===== src/rtl/dphy_tx_pkg.sv =====
// Shared types and constants for the D-PHY transmit lane driver.
// Line levels are packed as {Dp, Dn}.
package dphy_tx_pkg;

  typedef enum logic [2:0] {
    ST_STOP       = 3'd0,
    ST_HS_RQST    = 3'd1,
    ST_HS_PREPARE = 3'd2,
    ST_HS_ZERO    = 3'd3,
    ST_HS_SYNC    = 3'd4,
    ST_HS_DATA    = 3'd5,
    ST_HS_TRAIL   = 3'd6,
    ST_HS_EXIT    = 3'd7
  } dphy_state_e;

  localparam logic [7:0] SYNC_BYTE = 8'hB8;

  localparam logic [1:0] LP11 = 2'b11;
  localparam logic [1:0] LP01 = 2'b01;
  localparam logic [1:0] LP00 = 2'b00;

  function automatic int max2(input int a, input int b);
    return (a > b) ? a : b;
  endfunction

  function automatic logic [1:0] hs_line(input logic b);
    return {b, ~b};
  endfunction

  function automatic logic [7:0] bit_rev8(input logic [7:0] b);
    logic [7:0] r;
    for (int i = 0; i < 8; i++) r[i] = b[7-i];
    return r;
  endfunction

endpackage


===== src/rtl/dphy_tx_serializer.sv =====
// 8-bit LSB-first load/shift register with bit index.
// Exposes both current and next-cycle bit/boundary for registered pads.
module dphy_tx_serializer
  import dphy_tx_pkg::*;
(
  input  logic       clk,
  input  logic       rst_n,
  input  logic       i_load,
  input  logic       i_shift,
  input  logic [7:0] i_byte,
  output logic       o_bit,
  output logic       o_last,
  output logic       o_nbit,
  output logic       o_nlast
);

  logic [7:0] r_sr;
  logic [2:0] r_idx;
  logic [7:0] w_sr_n;
  logic [2:0] w_idx_n;

  always_comb begin
    w_sr_n  = r_sr;
    w_idx_n = r_idx;
    if (i_load) begin
      w_sr_n  = i_byte;
      w_idx_n = 3'd0;
    end else if (i_shift) begin
      w_sr_n  = {1'b0, r_sr[7:1]};
      w_idx_n = r_idx + 3'd1;
    end
  end

  always_ff @(posedge clk or negedge rst_n) begin
    if (!rst_n) begin
      r_sr  <= '0;
      r_idx <= '0;
    end else begin
      r_sr  <= w_sr_n;
      r_idx <= w_idx_n;
    end
  end

  assign o_bit   = r_sr[0];
  assign o_last  = (r_idx == 3'd7);
  assign o_nbit  = w_sr_n[0];
  assign o_nlast = (w_idx_n == 3'd7);

endmodule


===== src/rtl/dphy_tx_lane_driver.sv =====
// Single-lane MIPI D-PHY TX driver: LP/HS sequencing and serialization.
// Define DPHY_TX_MSB_FIRST_EN to send payload bytes MSB first.
module dphy_tx_lane_driver
  import dphy_tx_pkg::*;
#(
  parameter int T_LPX        = 4,
  parameter int T_HS_PREPARE = 4,
  parameter int T_HS_ZERO    = 8,
  parameter int T_HS_TRAIL   = 8,
  parameter int T_HS_EXIT    = 8
) (
  input  logic       TxDDRClkHS_I,
  input  logic       TxRst,
  input  logic       TxRequestHS,
  input  logic       TxValidHS,
  input  logic [7:0] TxDataHS,
  input  logic       TxLP_Enable,
  output logic       TxDp,
  output logic       TxDn,
  output logic       TxClk_Enable,
  output logic [2:0] DphyTxState,
  output logic       TxReadyHS
);

  localparam int T_MAX = max2(max2(max2(T_LPX, T_HS_PREPARE),
                                   max2(T_HS_ZERO, T_HS_TRAIL)),
                              T_HS_EXIT);
  localparam int CW = $clog2(T_MAX + 1);

  localparam logic [CW-1:0] C_ONE   = CW'(1);
  localparam logic [CW-1:0] C_LPX   = CW'(T_LPX - 1);
  localparam logic [CW-1:0] C_PREP  = CW'(T_HS_PREPARE - 1);
  localparam logic [CW-1:0] C_ZERO  = CW'(T_HS_ZERO - 1);
  localparam logic [CW-1:0] C_TRAIL = CW'(T_HS_TRAIL - 1);
  localparam logic [CW-1:0] C_EXIT  = CW'(T_HS_EXIT - 1);

  dphy_state_e   r_state, w_nstate;
  logic [CW-1:0] r_cnt, w_ncnt;
  logic          r_trail, w_ntrail;
  logic [1:0]    r_line, w_nline;
  logic          r_rdy, w_nrdy;
  logic          r_ce, w_nce;

  logic       w_bit, w_last, w_nbit, w_nlast;
  logic       w_hs_tx, w_take, w_sync_ld, w_load, w_shift;
  logic [7:0] w_data, w_byte;

`ifdef DPHY_TX_MSB_FIRST_EN
  assign w_data = bit_rev8(TxDataHS);
`else
  assign w_data = TxDataHS;
`endif

  assign w_hs_tx   = (r_state == ST_HS_SYNC) || (r_state == ST_HS_DATA);
  assign w_take    = w_hs_tx && w_last && TxValidHS && TxRequestHS;
  assign w_sync_ld = (r_state == ST_HS_ZERO) && (r_cnt == C_ZERO);
  assign w_load    = w_sync_ld || w_take;
  assign w_shift   = w_hs_tx && !w_last;
  assign w_byte    = w_sync_ld ? SYNC_BYTE : w_data;

  dphy_tx_serializer u_ser (
    .clk     (TxDDRClkHS_I),
    .rst_n   (TxRst),
    .i_load  (w_load),
    .i_shift (w_shift),
    .i_byte  (w_byte),
    .o_bit   (w_bit),
    .o_last  (w_last),
    .o_nbit  (w_nbit),
    .o_nlast (w_nlast)
  );

  always_comb begin
    w_nstate = r_state;
    w_ncnt   = r_cnt + C_ONE;
    w_ntrail = r_trail;
    unique case (r_state)
      ST_STOP: begin
        w_ncnt = '0;
        if (TxRequestHS && TxLP_Enable) w_nstate = ST_HS_RQST;
      end
      ST_HS_RQST:
        if (r_cnt == C_LPX) begin
          w_nstate = ST_HS_PREPARE;
          w_ncnt   = '0;
        end
      ST_HS_PREPARE:
        if (r_cnt == C_PREP) begin
          w_nstate = ST_HS_ZERO;
          w_ncnt   = '0;
        end
      ST_HS_ZERO:
        if (r_cnt == C_ZERO) begin
          w_nstate = ST_HS_SYNC;
          w_ncnt   = '0;
        end
      ST_HS_SYNC, ST_HS_DATA: begin
        w_ncnt = '0;
        if (w_take) begin
          w_nstate = ST_HS_DATA;
        end else if (w_last) begin
          w_nstate = ST_HS_TRAIL;
          w_ntrail = ~w_bit;
        end
      end
      ST_HS_TRAIL:
        if (r_cnt == C_TRAIL) begin
          w_nstate = ST_HS_EXIT;
          w_ncnt   = '0;
        end
      ST_HS_EXIT:
        if (r_cnt == C_EXIT) begin
          w_nstate = ST_STOP;
          w_ncnt   = '0;
        end
    endcase
  end

  // Pad values are computed for the next state so every output is a flop
  always_comb begin
    w_nline = LP11;
    w_nce   = 1'b1;
    w_nrdy  = 1'b0;
    unique case (w_nstate)
      ST_STOP: begin
        w_nce   = 1'b0;
        w_nline = TxLP_Enable ? LP11 : LP00;
      end
      ST_HS_RQST:    w_nline = LP01;
      ST_HS_PREPARE: w_nline = LP00;
      ST_HS_ZERO:    w_nline = hs_line(1'b0);
      ST_HS_SYNC, ST_HS_DATA: begin
        w_nline = hs_line(w_nbit);
        w_nrdy  = w_nlast;
      end
      ST_HS_TRAIL:   w_nline = hs_line(w_ntrail);
      ST_HS_EXIT: begin
        w_nce   = 1'b0;
        w_nline = LP11;
      end
    endcase
  end

  always_ff @(posedge TxDDRClkHS_I or negedge TxRst) begin
    if (!TxRst) begin
      r_state <= ST_STOP;
      r_cnt   <= '0;
      r_trail <= 1'b0;
      r_line  <= LP11;
      r_rdy   <= 1'b0;
      r_ce    <= 1'b0;
    end else begin
      r_state <= w_nstate;
      r_cnt   <= w_ncnt;
      r_trail <= w_ntrail;
      r_line  <= w_nline;
      r_rdy   <= w_nrdy;
      r_ce    <= w_nce;
    end
  end

  assign TxDp         = r_line[1];
  assign TxDn         = r_line[0];
  assign TxClk_Enable = r_ce;
  assign TxReadyHS    = r_rdy;
  assign DphyTxState  = r_state;

endmodule


===== config.mk =====
export PLATFORM = sky130hd
export DESIGN_NAME = dphy_tx_lane_driver
export DESIGN_NICKNAME = d
export VERILOG_FILES = /design/src/rtl/dphy_tx_pkg.sv /design/src/rtl/dphy_tx_serializer.sv /design/src/rtl/dphy_tx_lane_driver.sv
export SDC_FILE = /design/constraint.sdc
export NUM_CORES = 1
export LEC_CHECK = 0
export ABC_AREA = 1
export BUFFER_PORTS_ARGS = -buffer_cell sky130_fd_sc_hd__buf_2
export CAP_MARGIN = 20
export CELL_PAD_IN_SITES_DETAIL_PLACEMENT = 1
export CELL_PAD_IN_SITES_GLOBAL_PLACEMENT = 1
export CORE_MARGIN = 2
export CORE_UTILIZATION = 45
export DETAILED_ROUTE_END_ITERATION = 8
export PLACE_DENSITY_LB_ADDON = 0.1
export SLEW_MARGIN = 20
export SYNTH_ARGS = -nofsm -noshare
export SYNTH_HDL_FRONTEND = slang
export SYNTH_SLANG_ARGS = --single-unit

===== constraint.sdc =====
create_clock -name TxDDRClkHS_I -period 2.7 [get_ports TxDDRClkHS_I]
set_clock_uncertainty 0.1 [all_clocks]
set_input_delay 0.405 -clock TxDDRClkHS_I [delete_from_list [all_inputs] [get_ports TxDDRClkHS_I]]
set_output_delay 0.405 -clock TxDDRClkHS_I [all_outputs]
set_load 0.005 [all_outputs]

==> results.json <==
{
  "required_ns": 2.83,
  "gp_congestion": 0.7875,
  "viasPerCell": 5.344,
  "die-width_um": 59.78,
  "port_buffers": 19,
  "start_util": 0.4663,
  "finalHoldViolations": 0,
  "crit_path_max_incr_delay_ns": 0.40,
  "drt_iter0_markers": 66,
  "synth.top_cell.area_share": 0.3753,
  "utilization": 0.5204,
  "layout-drive-gt1-share": 0.2819,
  "n_fill_cell": 374,
  "fmax_ghz": 0.5311,
  "antenna_left": 0,
  "cts_buffers": 3,
  "die_y_um": 59.78,
  "rows": 20,
  "setup_viol": 0,
  "clock_latency_ns": 0.32,
  "post_drt_wl_per_cell_um": 15.10,
  "synth_area_per_cell_um2": 8.485,
  "vdd_ir_drop_max_mv": 0.4193,
  "clock_sinks": 23,
  "cts_tree": "yes",
  "critPathBufInv": 3,
  "path_delay_family": "adder cells",
  "cp-start-kind": "flop",
  "tns_ns": 0,
  "maxCapViolCount": 0,
  "crit_fanout": 10,
  "worst_path_max_delay_cell": "dfrtp_1",
  "synthTopCellsByCount": "38 x nand2_1, 21 x dfrtp_1, 19 x inv_1",
  "status": "complete, no violations",
  "area_growth_pct": 11.62,
  "cp-end-kind": "flop",
  "synth-seq-cells": 23,
  "grt_pass1_vias": 1259,
  "grt-ovfl-total": 0,
  "syn-cell-area_um2": 1400,
  "cts_buffer_depth": 2,
  "hold_path_class": "in -> reg",
  "synth_edf_count": 0,
  "yosysMostFrequentCell": "nand2_1",
  "clockRootBuffer": "clkbuf_4",
  "fin_crit_sh": 0.6974,
  "worst_slew_margin_rel": 0.6528,
  "antenna_found_initial": 0,
  "diodes": 0,
  "synth_cell_types": 33,
  "grt_pass1_wl_mm": 5.706,
  "power_leakage_nw": 0.8025,
  "fin_hold_ws_ns": 0.2160,
  "powerDensity_nw_per_um2": 1131,
  "hpwl_mm": 2.702,
  "cp.arrival_ns": 2.01,
  "vias": 1181,
  "drt_pass1_iterations": 4,
  "pin_count": 20,
  "die_area_um2": 3574,
  "clk_pin_slew_ns": 0.13,
  "grt_max_degree": 24,
  "post_cts_resized": 0,
  "postRouteWirelength_mm": 3.337,
  "period_minus_slack_ns": 1.883,
  "coreArea_um2": 3003,
  "rsz0062_at_grt": "no",
  "synth_largest_area_cell": "dfrtp_1",
  "syn_nets": 181,
  "worstMarginPinSlew_ns": 0.5208,
  "grt.total_usage": 0.2134,
  "ys_seq_area_frac": 0.4129,
  "cp_common_cell": "ha_1",
  "synthCells": 165,
  "finalMaxSlewViolations": 0,
  "synthTopCellsByArea": "dfrtp_1 38%, nand2_1 10%, inv_1 5.1%",
  "path_cells": "ha_1 > ha_1 > inv_1 > nand2_4 > inv_2 > nor2_8 > inv_4 > o211ai_1",
  "ys.warnings.count": 0,
  "path_class": "reg -> reg",
  "post-route-drc-count": 0,
  "layout.nets": 205,
  "ys.flop_type": "dfrtp_1",
  "htreeDepth": 1,
  "synthArstFlopShare": 1.000
}
-- through the flow --
step	setup slack, ns	power, mW	cell area, µm²	std cells
floorplan	1.030	1.375	1400	165
global placement	0.9632	1.574	1525	216
detailed placement	0.8499	1.617	1525	216
CTS	0.7952	1.790	1563	221
global route	0.6821	1.939	1563	221
finish	0.8171	1.767	1563	221
-- routing by layer --
layer,share of wire,global-route usage,up-vias
met5,0,0,-
met4,0.012,0.06667,0
met3,0.029,0.01948,4
met2,0.55,0.4068,25
met1,0.41,0.2469,573
li1,-,-,579
-- cells in the final DEF, fill, tap and decap left out, drive strengths merged, types with 3 or more instances in the layout --
| cell | count |
|---|---|
| nor2 | 19 |
| nand4 | 4 |
| nand2 | 46 |
| ha | 3 |
| inv | 25 |
| a21oi | 3 |
| dfrtp | 21 |
| buf | 19 |
| o21ai | 12 |
| nand3 | 17 |
| clkbuf | 3 |
-- final cells by class --
class,instances,area [µm²],share of cell area
Sequential cell,23,578.1,0.3699
Multi-Input combinational cell,116,706.9,0.4524
Clock buffer,3,22.52,0.01441
Inverter,25,103.9,0.06645
Tap cell,33,41.29,0.02642
Clock inverter,1,5.005,0.003203
Timing Repair Buffer,20,105.1,0.06725
-- sequential cells by signal (all words and copies together) (netlist names) --
signal	flops
DphyTxState	3
TxClk_Enable	1
TxReadyHS	1
r_cnt	4
r_line	2
r_trail	1
u_ser.r_idx	3
u_ser.r_sr	8
-- worst register-to-register path: cells and delay by family (launching register included) --
family | cells | cell delay [ns]
AOI/OAI and AO/OA | 1 | 0.19
DFF | 1 | 0.40
buffers and inverters | 3 | 0.31
adders and majority gates | 2 | 0.45
and+or+nand+nor | 2 | 0.34
-- kinds of logic (layout without fill, tap and decap cells) --
| group | Yosys count | after routing | share of synthesized area |
|---|---|---|---|
| XOR/XNOR | 3 | 3 | 0.01877 |
| flip-flops | 23 | 23 | 0.4129 |
| adder cells (fa/ha/maj) | 3 | 3 | 0.02681 |
| buffers and inverters | 26 | 49 | 0.08222 |
| AO/OA/AOI/OAI | 18 | 18 | 0.07327 |
| AND/OR/NAND/NOR | 92 | 92 | 0.3861 |
-- power by group --
part           switching, mW  total, mW  internal [mW]
logic                  0.596      0.956          0.360
clock network          0.108      0.164         0.0555
registers              0.141      0.648          0.507
-- timing repair --
item / 4_1_cts / 5_1_grt
setup endpoints to repair: 0 / 0
hold buffers: 1 / 0
endpoints found under the hold margin: 21 / 0
setup buffers: 0 / 0
-- worst paths after layout --
kind / startpoint / end / depth (start not counted) / slack, ns
max: u_ser.r_idx[0] / u_ser.r_sr[1] / 8 / 0.82
min: TxDataHS[2] / u_ser.r_sr[2] / 3 / 0.22
max reg2reg: u_ser.r_idx[0] / u_ser.r_sr[1] / 8 / 0.82
min reg2reg: r_cnt[0] / r_cnt[0] / 1 / 0.39
max in group asynchronous: TxRst / r_line[0] / 2 / 1.65
min in group asynchronous: TxRst / r_cnt[3] / 2 / 0.47
(Power assumes the default switching activity.)
